File: src/rtl/if_id_queue_pkg.sv
// Shared IF/ID pipeline definitions: datapath width, the canonical NOP and
// the fetch bundle carried from IF into ID.
package if_id_queue_pkg;

    localparam int XLEN = 32;

    // addi x0, x0, 0
    localparam logic [XLEN-1:0] NOP_INSTR = 32'h0000_0013;

    typedef struct packed {
        logic [XLEN-1:0] pc;
        logic [XLEN-1:0] instr;
        logic [XLEN-1:0] imm;
        logic            pred_taken;
    } fetch_bundle_t;

    // What ID sees when there is nothing to decode.
    localparam fetch_bundle_t EMPTY_BUNDLE = '{
        pc:         '0,
        instr:      NOP_INSTR,
        imm:        '0,
        pred_taken: 1'b0
    };

endpackage

File: src/rtl/if_id_queue_if.sv
// Handshake bundle between IF, the IF/ID queue and ID. The slave modport is
// the queue itself; the master modport is the surrounding pipeline.
interface if_id_queue_if #(
    parameter int DEPTH = 4
);
    import if_id_queue_pkg::*;

    localparam int CW = $clog2(DEPTH) + 1;

    logic            flush;
    logic            in_valid;
    logic            in_ready;
    logic [XLEN-1:0] in_pc;
    logic [XLEN-1:0] in_instr;
    logic [XLEN-1:0] in_imm;
    logic            in_pred_taken;
    logic            out_valid;
    logic            out_ready;
    logic [XLEN-1:0] out_pc;
    logic [XLEN-1:0] out_instr;
    logic [XLEN-1:0] out_imm;
    logic            out_pred_taken;
    logic [CW-1:0]   count;

    modport master (
        output flush, in_valid, in_pc, in_instr, in_imm, in_pred_taken, out_ready,
        input  in_ready, out_valid, out_pc, out_instr, out_imm, out_pred_taken, count
    );

    modport slave (
        input  flush, in_valid, in_pc, in_instr, in_imm, in_pred_taken, out_ready,
        output in_ready, out_valid, out_pc, out_instr, out_imm, out_pred_taken, count
    );

endinterface

File: src/rtl/if_id_queue.sv
// IF/ID decoupling queue: circular buffer of fetch bundles with first-word
// fall-through to ID. in_ready comes from registered occupancy only, so an ID
// stall never reaches the PC register combinationally. Flush empties the queue.
module if_id_queue
    import if_id_queue_pkg::*;
#(
    parameter int DEPTH = 4
) (
    input logic          clk,
    input logic          rst,
    if_id_queue_if.slave q
);

    localparam int PW = $clog2(DEPTH);
    localparam int CW = PW + 1;
    localparam logic [CW-1:0] FULL_COUNT = CW'(DEPTH);

    fetch_bundle_t mem [DEPTH];
    logic [PW-1:0] wr_ptr;
    logic [PW-1:0] rd_ptr;
    logic [CW-1:0] count;

    logic          push;
    logic          pop;
    fetch_bundle_t in_bundle;
    fetch_bundle_t head;

    assign q.in_ready  = (count != FULL_COUNT);
    assign q.out_valid = (count != '0);
    assign q.count     = count;

    assign push = q.in_valid & q.in_ready;
    assign pop  = q.out_valid & q.out_ready;

    assign in_bundle = '{
        pc:         q.in_pc,
        instr:      q.in_instr,
        imm:        q.in_imm,
        pred_taken: q.in_pred_taken
    };

    // Pointer and occupancy update; flush outranks any push or pop.
    always_ff @(posedge clk or negedge rst) begin
        // NOTE: state is written with <= so every register samples the
        // pre-edge values, independent of statement order.
        if (!rst) begin
            wr_ptr <= '0;
            rd_ptr <= '0;
            count  <= '0;
        end else if (q.flush) begin
            wr_ptr <= '0;
            rd_ptr <= '0;
            count  <= '0;
        end else begin
            if (push) wr_ptr <= wr_ptr + PW'(1);
            if (pop)  rd_ptr <= rd_ptr + PW'(1);
            case ({push, pop})
                2'b10:   count <= count + CW'(1);
                2'b01:   count <= count - CW'(1);
                default: count <= count;
            endcase
        end
    end

    // Entry storage: capture the incoming bundle at wr_ptr on an accepted push.
    always_ff @(posedge clk or negedge rst) begin
        // NOTE: the array is explicitly cleared on reset so no stale bundle
        // survives a reset; reads are still gated by out_valid below.
        if (!rst) begin
            for (int i = 0; i < DEPTH; i++) mem[i] <= '0;
        end else if (push && !q.flush) begin
            mem[wr_ptr] <= in_bundle;
        end
    end

    // Head presentation: the entry at rd_ptr, or a NOP bundle when empty.
    always_comb begin
        // NOTE: assign a default first so every path drives head and no latch
        // is inferred.
        head = EMPTY_BUNDLE;
        if (q.out_valid) head = mem[rd_ptr];
    end

    assign q.out_pc         = head.pc;
    assign q.out_instr      = head.instr;
    assign q.out_imm        = head.imm;
    assign q.out_pred_taken = head.pred_taken;

endmodule

File: src/flat_wrapper.sv
// flat-port wrapper written by rule: the top's interface ports become plain ports
module if_id_queue_flat import if_id_queue_pkg::*;
#(
    parameter int DEPTH = 4
)
  (clk, rst, q_flush, q_in_valid, q_in_pc, q_in_instr, q_in_imm, q_in_pred_taken, q_out_ready, q_in_ready, q_out_valid, q_out_pc, q_out_instr, q_out_imm, q_out_pred_taken, q_count);
  if_id_queue_if #(.DEPTH(DEPTH)) q_i ();
  input logic clk;
  input logic rst;
  input wire logic [$bits(q_i.flush)-1:0] q_flush;
  input wire logic [$bits(q_i.in_valid)-1:0] q_in_valid;
  input wire logic [$bits(q_i.in_pc)-1:0] q_in_pc;
  input wire logic [$bits(q_i.in_instr)-1:0] q_in_instr;
  input wire logic [$bits(q_i.in_imm)-1:0] q_in_imm;
  input wire logic [$bits(q_i.in_pred_taken)-1:0] q_in_pred_taken;
  input wire logic [$bits(q_i.out_ready)-1:0] q_out_ready;
  output wire logic [$bits(q_i.in_ready)-1:0] q_in_ready;
  output wire logic [$bits(q_i.out_valid)-1:0] q_out_valid;
  output wire logic [$bits(q_i.out_pc)-1:0] q_out_pc;
  output wire logic [$bits(q_i.out_instr)-1:0] q_out_instr;
  output wire logic [$bits(q_i.out_imm)-1:0] q_out_imm;
  output wire logic [$bits(q_i.out_pred_taken)-1:0] q_out_pred_taken;
  output wire logic [$bits(q_i.count)-1:0] q_count;
  assign q_i.flush = q_flush;
  assign q_i.in_valid = q_in_valid;
  assign q_i.in_pc = q_in_pc;
  assign q_i.in_instr = q_in_instr;
  assign q_i.in_imm = q_in_imm;
  assign q_i.in_pred_taken = q_in_pred_taken;
  assign q_i.out_ready = q_out_ready;
  assign q_in_ready = q_i.in_ready;
  assign q_out_valid = q_i.out_valid;
  assign q_out_pc = q_i.out_pc;
  assign q_out_instr = q_i.out_instr;
  assign q_out_imm = q_i.out_imm;
  assign q_out_pred_taken = q_i.out_pred_taken;
  assign q_count = q_i.count;
  if_id_queue #(.DEPTH(DEPTH)) u_core (.clk(clk), .rst(rst), .q(q_i));
endmodule
File: config.mk
export PLATFORM = sky130hd
export DESIGN_NAME = if_id_queue_flat
export DESIGN_NICKNAME = d
export VERILOG_FILES = /design/src/rtl/if_id_queue_pkg.sv /design/src/rtl/if_id_queue_if.sv /design/src/rtl/if_id_queue.sv /design/src/flat_wrapper.sv
export SDC_FILE = /design/constraint.sdc
export NUM_CORES = 1
export LEC_CHECK = 0
export ABC_AREA = 1
export ABC_CLOCK_PERIOD_IN_PS = 3300
export CAP_MARGIN = 10
export CORE_MARGIN = 2
export CORE_UTILIZATION = 40
export CTS_CLUSTER_SIZE = 30
export DETAILED_ROUTE_END_ITERATION = 10
export GPL_TIMING_DRIVEN = 0
export HOLD_SLACK_MARGIN = 0.15
export PLACE_DENSITY = 0.66
export SYNTH_ARGS = -nofsm -noshare
export SYNTH_HDL_FRONTEND = slang
export SYNTH_SLANG_ARGS = --single-unit
File: constraint.sdc
create_clock -name clk -period 3.3 [get_ports clk]
set_input_delay 0.825 -clock clk [delete_from_list [all_inputs] [get_ports clk]]
set_output_delay 0.825 -clock clk [all_outputs]
set_load 0.05 [all_outputs]
# Word-level counts from Yosys, hierarchy flattened
# Index checks and enable logic that the tools add are counted.
[totals] reg_bits=395 input_bits=102 out_inout_bits=102 word_cells=53
[op_classes] n_addsub=4 n_lt_le_gt_ge=3 eq_ne=3 n_mux=13 bitwise=4 n_reduce_logical=7
[ops] operator="$bwmux 388" count=1
[ops] operator="$mux 97" count=4
[ops] operator="$bmux 97 s2" count=1
[ops] operator="$demux 97 s2" count=1
[ops] operator="$mux 2" count=4
[ops] operator="$ge 3x3->1 const B" count=2
[ops] operator="$not 2->3" count=2
[ops] operator="$pmux 3 s2" count=1
[ops] operator="$reduce_bool 3->1" count=2
[ops] operator="$add 2x1->2 const B" count=2
[ops] operator="$reduce_bool 2->1" count=2
[ops] operator="$add 3x1->3 const B" count=1
[ops] operator="$lt 3x1->1 const B" count=1
[ops] operator="$mux 3" count=1
[ops] operator="$ne 3x3->1 const B" count=1
[ops] operator="$sub 3x1->3 const B" count=1
[ops] operator="$and 1x1->1" count=2
[ops] operator="$eq 2x1->1 const B" count=1
[ops] operator="$eq 2x2->1 const B" count=1
[ops] operator="$logic_and 1x1->1" count=2
[ops] operator="$logic_not 1->1" count=1

# Logic depth before layout (Yosys ltp)
# Gate-level depths: netlist of run 1.
[depth] depth_word=6 depth_mapped=13 mapped_depth_nobuf=12

# Least setup slack after synthesis of run 1
# OpenSTA, ideal clock, no wires.
[synth_timing] path_kind="register to output" from="register u_core.count[2], in the netlist u_core.q.count[2]" to="output q_out_instr[10]" t_arrival_ns=2.594 required_time_ns=2.475 setup_slack_ns=-0.119 stages_incl_launch_ff=8 n_path_buf=3 path_cell_list="dfrtp_1 -> buf_2 -> inv_1 -> nand2_1 -> inv_1 -> buf_2 -> buf_2 -> a21oi_1"
[synth_between] elab_chain_len=2
[synth_rtl] item="from (decl)" line="if_id_queue.sv:21" rtl="logic [CW-1:0] count;"
[synth_rtl] item="from (signal assigned)" line="if_id_queue.sv:58" rtl="2'b10: count <= count + CW'(1);"
[synth_rtl] item="from (signal assigned)" line="if_id_queue.sv:59" rtl="2'b01: count <= count - CW'(1);"
[synth_rtl] item="from (signal assigned)" line="if_id_queue.sv:60" rtl="default: count <= count;"
[synth_rtl] item="$reduce_bool 3->1" line="if_id_queue.sv:29" rtl="assign q.out_valid = (count != '0);"
[synth_rtl] item="net q_out_valid" line="flat_wrapper.sv:18" rtl="output wire logic [$bits(q_i.out_valid)-1:0] q_out_valid;"
[synth_rtl] item="$mux 97" line="if_id_queue.sv:81" rtl="if (q.out_valid) head = mem[rd_ptr];"
[synth_rtl] item="to (decl)" line="flat_wrapper.sv:20" rtl="output wire logic [$bits(q_i.out_instr)-1:0] q_out_instr;"
# The timed path passes the listed nets, and every way through them passes these cells.

# Worst setup path after layout of run 1
[layout_timing] from="register u_core.rd_ptr[0]" to="output q_out_pc[29]"
[layout_between] elab_chain_len=5
[layout_rtl] item="from (decl)" line="if_id_queue.sv:20" rtl="logic [PW-1:0] rd_ptr;"
[layout_rtl] item="from (signal assigned)" line="if_id_queue.sv:56" rtl="if (pop) rd_ptr <= rd_ptr + PW'(1);"
[layout_rtl] item="$not 2->3 (not written as such)" line="if_id_queue.sv:81"
[layout_rtl] item="$bmux 97 s2" line="if_id_queue.sv:81"
[layout_rtl] item="$mux 97 (not written as such) (2 in series)" line="if_id_queue.sv:81"
[layout_rtl] item="$mux 97" line="if_id_queue.sv:81"
[layout_rtl] item="to (decl)" line="flat_wrapper.sv:19" rtl="output wire logic [$bits(q_i.out_pc)-1:0] q_out_pc;"
# No other way between the ends. The select of a mux whose other input is x is not followed.

==> results of run 1 <==
-- path summary, 6_finish.rpt --
check,endpoint,slack (ns)
worst min-delay path,u_core.q.count[0],0.22
worst max register to register,u_core.q.count[2],1.01
worst min register to register,u_core.mem[280],0.48
min in group clk,u_core.mem[280],0.48
max in group asynchronous,u_core.mem[340],1.59
worst max-delay path,q_out_pc[29],0.03
-- worst reg2reg max path: cells and delay by family, from the launching register on --
kind	cells	cell delay, ns
adders and majority gates	1	0.42
DFF	1	0.45
buffers and inverters	2	0.14
and+or+nand+nor	8	0.98
xor gates and xnor gates	1	0.18
-- placed cells by master, fill, tap and decap left out, types with 2 or more instances in the layout --
master / n
nand2_1: 414
dfrtp_1: 395
nor2_1: 378
o21ai_0: 300
o21ai_1: 282
inv_1: 105
clkdlybuf4s50_1: 105
a21oi_1: 90
buf_4: 85
buf_2: 49
buf_6: 48
clkbuf_16: 45
clkbuf_4: 35
clkbuf_1: 30
clkbuf_2: 18
a21oi_2: 13
clkinv_2: 10
clkbuf_8: 8
nand2_4: 5
nand3_1: 4
ha_1: 4
nand4_1: 3
inv_6: 3
buf_16: 3
nand2_2: 2
inv_2: 2
-- through the flow --
step / instance area, um2 / hold WS (ns) / std cells
6_report: 22100 / 0.219 / 3038
5_1_grt: 22100 / 0.260 / 3038
4_1_cts: 22100 / 0.243 / 3038
3_5_place_dp: 20800 / 0.468 / 2960
3_3_place_gp: 20800 / 0.460 / 2957
2_1_floorplan: 18000 / 0.448 / 2162
-- cell families after synthesis --
| kind of cell | after synthesis | synth area share |
|---|---|---|
| AND/OR/NAND/NOR | 808 | 0.173 |
| adder cells (fa/ha/maj) | 5 | 0.00390 |
| AO/OA/AOI/OAI | 685 | 0.191 |
| buffers and inverters | 267 | 0.0822 |
| flip-flops | 395 | 0.550 |
| XOR/XNOR | 2 | 0.000974 |
-- timing repair --
item / in CTS / in global routing
endpoints found under the setup margin: 97 / 93
pin swaps: 0 / 3
gates resized for setup: 554 / 105
-- flip-flops by register name (all words and copies together), names as in the netlist --
name,count
u_core.rd_ptr,2
u_core.q.count,3
u_core.wr_ptr,2
u_core.mem,388
-- metal layers --
metal	vias to the layer above	track usage	wire length, um
li1	7519	-	-
met1	8029	0.339	25000
met2	647	0.400	27100
met3	116	0.0441	4310
met4	0	0.0820	1690
met5	-	0	0
-- layout make-up --
cell class,count,area (um2),share of cell area
sequential,395,9880,0.447
multi-input combinational,1500,6670,0.302
timing repair buffer,206,1780,0.0807
clock buffer,63,1270,0.0576
buffer,159,1230,0.0556
tap,592,741,0.0335
inverter,108,408,0.0185
clock inverter,15,115,0.00521
-- power by group through the flow --
stage	Combinational [mW]	Clock (mW)	Sequential [mW]
detailed placement	11.1	0	8.07
floorplan	7.44	0	7.85
global route	11.8	5.03	8.28
global placement	10.9	0	8.01
CTS	10.9	4.82	8.01
finish	10.9	4.77	8.06
==> run_results.csv, run 1 <==
group,metric,value,unit
synth,post-synth-top-area-fraction,0.550,
clock_tree,cts.htree.levels,2,
finish,drive_above_1_share,0.136,
routing,drc,0,
worst_setup_path,cp-startpoint,"u_core.rd_ptr[0]",
run,max_cap_viol_count,0,
synth,synth_area_leader_cell,"dfrtp_1",
placed_design,port-buffer-count,203,
routing,antenna_left,0,
placed_design,dp_hpwl,39500,um
power_and_ir_drop,switching_share,0.451,
clock_tree,numCtsBuffers,44,
finish,antenna_cells,0,
die,fp.dieW,216,um
clock_tree,path_clk_slew,0.06,ns
timing,max-slew-margin-rel,0.507,
synth,synth.most_common_cell,"nand2_1",
finish,nets,2521,
worst_setup_path,reg2reg_depth,12,
power_and_ir_drop,power_frac_clock,0.201,
routing,avgViaCountPerCell,5.37,
timing,fin_tns_setup,0,ns
global_routing,grt_max_degree,121,
worst_setup_path,cp_num_buf_inv,5,
worst_setup_path,cp_max_fo,10,
die,start_util,0.406,
power_and_ir_drop,seqPwrFrac,0.340,
die,rows,77,
finish,final_util,0.499,
synth,syn-num-nets,2269,
worst_setup_path,critical-path-top-delay-family,"buffers and inverters",
clock_tree,clockBufferDepth,3,
clock_tree,insertion_delay,0.58,ns
clock_tree,cts_tree,"yes",
synth,ys_ff_latch,395,
timing,finalSetupViolCount,0,
routing,wl,58200,um
worst_setup_path,required,2.47,ns
power_and_ir_drop,power,23.7,mW
clock_tree,clockRootBuffer,"clkbuf_16",
worst_setup_path,cpPeakStageDelay,0.36,ns
timing,setup_slack,0.0325,ns
synth,synthFlopType,"dfrtp_1",
synth,synthTopCellsByArea,"dfrtp_1 55%, nand2_1 8.7%, o21ai_0 8.4%, nor2_1 7.9%, o21ai_1 7.8%",
power_and_ir_drop,switchingPower,10.7,mW
die,core_area,0.0443,mm2
synth,async_flop_share,1.00,
timing,skew,0.0212,ns
worst_setup_path,cp_data_arrival_time,2.44,ns
clock_tree,cts_setup_buffers,0,
clock_tree,clock_sinks,395,
worst_setup_path,startpoint_type,"register",
synth,synth_cell_types,23,
timing,min_period,3.27,ns
power_and_ir_drop,power_density,1070,mW/mm2
placed_design,post-place-ws,-0.440,ns
global_routing,grt_usage,0.248,
timing,fmax,306,MHz
global_routing,grt_remaining_overflow,0,
min_path,hold_path.class,"primary input to asynchronous set/reset pin",
routing,first_pass_iters,6,
routing,routedWlPerCell,19.1,um
synth,yosys-top-cells-count,"415 x nand2_1, 395 x dfrtp_1, 378 x nor2_1",
synth,synth_edf_count,0,
timing,tightest_slew,0.740,ns
worst_setup_path,path_cells,"clkbuf_4 -> inv_2 -> buf_4 -> buf_4 -> o21ai_0 -> a21oi_1 -> buf_4",
routing,dr.first_iter.drc_count,1530,
synth,syn_inst,2162,
timing,drv_slew,0,
finish,syn2layout_area_growth,22.9,%
power_and_ir_drop,p_leak,10.6,nW
timing,finalCritPeriodShare,0.990,
run_status,status,"finished clean",
worst_setup_path,r2r-start,"u_core.q.count[0]",
worst_setup_path,slowest_stage,"dfrtp_1",
power_and_ir_drop,p_int,13.0,mW
global_routing,grt_pass1_wl,90600,um
placed_design,routabilityCongestion,0.851,
global_routing,antenna_found_initial,0,
power_and_ir_drop,vdd_drop_max,0.683,mV
die,fp.dieH,216,um
global_routing,grt_pass1_vias,16100,
worst_setup_path,crit_path_frequent_cell,"buf_4",
synth,synth_area,0.0180,mm2
finish,fill_cells,4315,
power_and_ir_drop,power_frac_comb,0.459,
synth,seq_area_frac_synth,0.550,
synth,yosysWarnings,0,
worst_setup_path,cp-end-kind,"primary output",
worst_setup_path,criticalPathCategory,"register to primary output",
routing,vias,16300,
clock_tree,ctsHoldBuffers,0,
timing,finalHoldViolCount,0,
die,io_pins,204,
synth,syn_area_per_cell,8.32,um2
worst_setup_path,worst-path-stages,7,
die,die-area,0.0467,mm2
(Power assumes the default switching activity.)
==> run 2: changes to the inputs <==
- CTS_BUF_LIST: not set -> sky130_fd_sc_hd__clkbuf_8 sky130_fd_sc_hd__clkbuf_16
- RECOVER_POWER: not set -> 100
==> run 2 against run 1 <==
Against the previous run:
- non-clock buffer count unchanged
- highest routed layer unchanged
- power decreased by 1.3%
- largest cell class unchanged
- cell area decreased by 1.9%
- first-iteration DRC count increased by 4.2%
- the flow now finishes with violations (max-capacitance violations, max-slew violations)
- final cell count unchanged
- flip-flop and latch count unchanged
- die area unchanged
- count of clock-buffer cells in the layout decreased by 10
- critical endpoint unchanged
==> run_results.csv, run 2 (synthesis gave the netlist of run 1 again) <==
group,metric,value,unit
routing,first_pass_iters,6,
worst_setup_path,reg2reg_depth,8,
clock_tree,ctsHoldBuffers,0,
finish,final_common_cell,"o21ai_0",
finish,stdcell_count,3038,
min_path,whs_path_depth,2,
clock_tree,clockBufferDepth,3,
placed_design,post-place-ws,-0.440,ns
global_routing,grt_remaining_overflow,0,
routing,dr.first_iter.drc_count,1594,
clock_tree,cts.htree.levels,2,
min_path,hold_path_startpoint,"u_core.mem[206]",
global_routing,grt_usage,0.248,
finish,mostFrequentLayoutCells,"529 x o21ai_0, 416 x nand2_1, 395 x dfrtp_1",
timing,tightest_slew,2.04,ns
worst_setup_path,timing.rr.end,"u_core.mem[43]",
worst_setup_path,reg2reg_slack,0.41,ns
placed_design,routabilityCongestion,0.851,
worst_setup_path,cp_data_arrival_time,2.46,ns
run_status,status,"finished, violations left",
min_path,min_to,"u_core.mem[206]",
routing,avgViaCountPerCell,5.37,
placed_design,port-buffer-count,203,
finish,drive_above_1_share,0.117,
worst_setup_path,r2r-start,"u_core.q.count[0]",
power_and_ir_drop,vdd_drop_max,0.682,mV
placed_design,dp.cells,2960,
finish,biggestRegsByFlops,"u_core.mem: 388 flops, u_core.q.count: 3 flops",
worst_setup_path,cp-end-kind,"primary output",
routing,vias,16300,
timing,skew,0.0186,ns
timing,drv_slew,77,
routing,routedWlPerCell,19.2,um
timing,fmax,304,MHz
global_routing,grt_pass1_wl,90600,um
finish,syn2layout_area_growth,20.6,%
run,max_cap_viol_count,1,
finish,largest_register,"u_core.mem",
worst_setup_path,criticalPathCategory,"register to primary output",
routing,wl,58200,um
die,start_util,0.406,
worst_setup_path,cp_max_fo,10,
global_routing,use_met3,0.0441,
clock_tree,path_clk_slew,0.06,ns
clock_tree,clockRootBuffer,"clkbuf_16",
timing,finalSetupViolCount,0,
timing,setup_slack,0.0141,ns
die,fp.dieW,216,um
power_and_ir_drop,power_density,1080,mW/mm2
die,io_pins,204,
finish,nets,2521,
global_routing,grt_pass1_vias,16100,
finish,largest_reg_flops,388,
global_routing,grtUsageMet1,0.339,
min_path,hold_path.class,"register to register",
timing,max-slew-margin-rel,-0.357,
worst_setup_path,required,2.47,ns
placed_design,postPlaceCellArea,0.0208,mm2
clock_tree,cts_tree,"yes",
finish,antenna_cells,0,
clock_tree,clock_sinks,395,
timing,min_period,3.29,ns
die,die-area,0.0467,mm2
global_routing,grt_busiest_layer,"met2",
die,core_area,0.0443,mm2
worst_setup_path,startpoint_type,"register",
timing,holdWs,0.479,ns
placed_design,dp_hpwl,39500,um
run_status,violations,"max-capacitance violations, max-slew violations",
global_routing,use_met2,0.400,
finish,fin_area,0.0217,mm2
clock_tree,numCtsBuffers,44,
global_routing,grt_max_degree,121,
routing,antenna_left,0,
routing,drc,0,
clock_tree,insertion_delay,0.58,ns
global_routing,antenna_found_initial,0,
timing,finalHoldViolCount,0,
power_and_ir_drop,p_leak,10.4,nW
die,fp.dieH,216,um
timing,finalCritPeriodShare,0.996,
power_and_ir_drop,power,23.4,mW
die,rows,77,
[run 2: cell count changes in the layout (fill, tap and decap cells not counted), moves of 6 or more]
cell	before	now
inv_1	105	115
buf_2	49	29
buf_6	48	5
buf_4	85	68
clkdlybuf4s50_1	105	99
o21ai_0	300	529
clkbuf_4	35	45
clkbuf_1	30	63
o21ai_1	282	53
clkbuf_2	18	47
dlygate4sd3_1	0	6
[run 2: timing repair]
item / CTS / global route
endpoints found under the setup margin: 97 / 93
buffers inserted: 0 / 0
resized for setup: 554 / 105
pin swaps: 0 / 3
[run 2: worst max-delay path by stage]
stage / start / end / slack, ns / cells after the start
after floorplan: u_core.q.count[2] / q_out_instr[10] / -0.12 / 7
after global placement: rst / u_core.mem[339] / -15.66 / 1
after detailed placement: u_core.rd_ptr[0] / q_out_pc[0] / -0.44 / 7
after CTS: u_core.rd_ptr[0] / q_out_instr[6] / -0.13 / 7
after global routing: u_core.rd_ptr[0] / q_out_pc[29] / -0.03 / 7
final: u_core.rd_ptr[0] / q_out_pc[29] / 0.01 / 7
[run 2: final cells by class]
| type | count | area, um2 |
|---|---|---|
| fillers | 4377 | 22600 |
| multi-input cells | 1500 | 6640 |
| clock inverters | 25 | 153 |
| repair buffers | 206 | 1730 |
| plain buffers | 159 | 900 |
| well taps | 592 | 741 |
| flip-flops and latches | 395 | 9880 |
| inverters | 108 | 408 |
| clock buffers | 53 | 1240 |
[run 2: through the flow]
| step | utilization | setup TNS (ns) |
|---|---|---|
| 2_1_floorplan | - | -7.16 |
| 3_3_place_gp | 0.468 | -6183.83 |
| 3_5_place_dp | 0.470 | -18.35 |
| 4_1_cts | 0.499 | -1.50 |
| 5_1_grt | 0.489 | -0.0347 |
| 6_report | 0.489 | 0 |
[run 2: worst max-delay path: stages, from the launching register on]
cell and delay [ns]:
dfrtp_1 0.36, clkbuf_4 0.20, inv_2 0.13, buf_4 0.24, buf_4 0.24, o21ai_0 0.17
a21oi_1 0.29, buf_4 0.26
[run 2: report_power, final]
group | total [mW] | internal (mW) | switching [mW] | leakage [nW]
registers | 8.06 | 6.95 | 1.12 | 5.07
clock network | 4.73 | 2.73 | 2.00 | 0.736
logic | 10.6 | 3.08 | 7.52 | 4.55
[run 2: layer usage]
layer	up-vias	routed length [um]
met5	-	0
met4	0	1710
met3	114	4450
met2	703	27100
met1	7998	24900
li1	7509	-
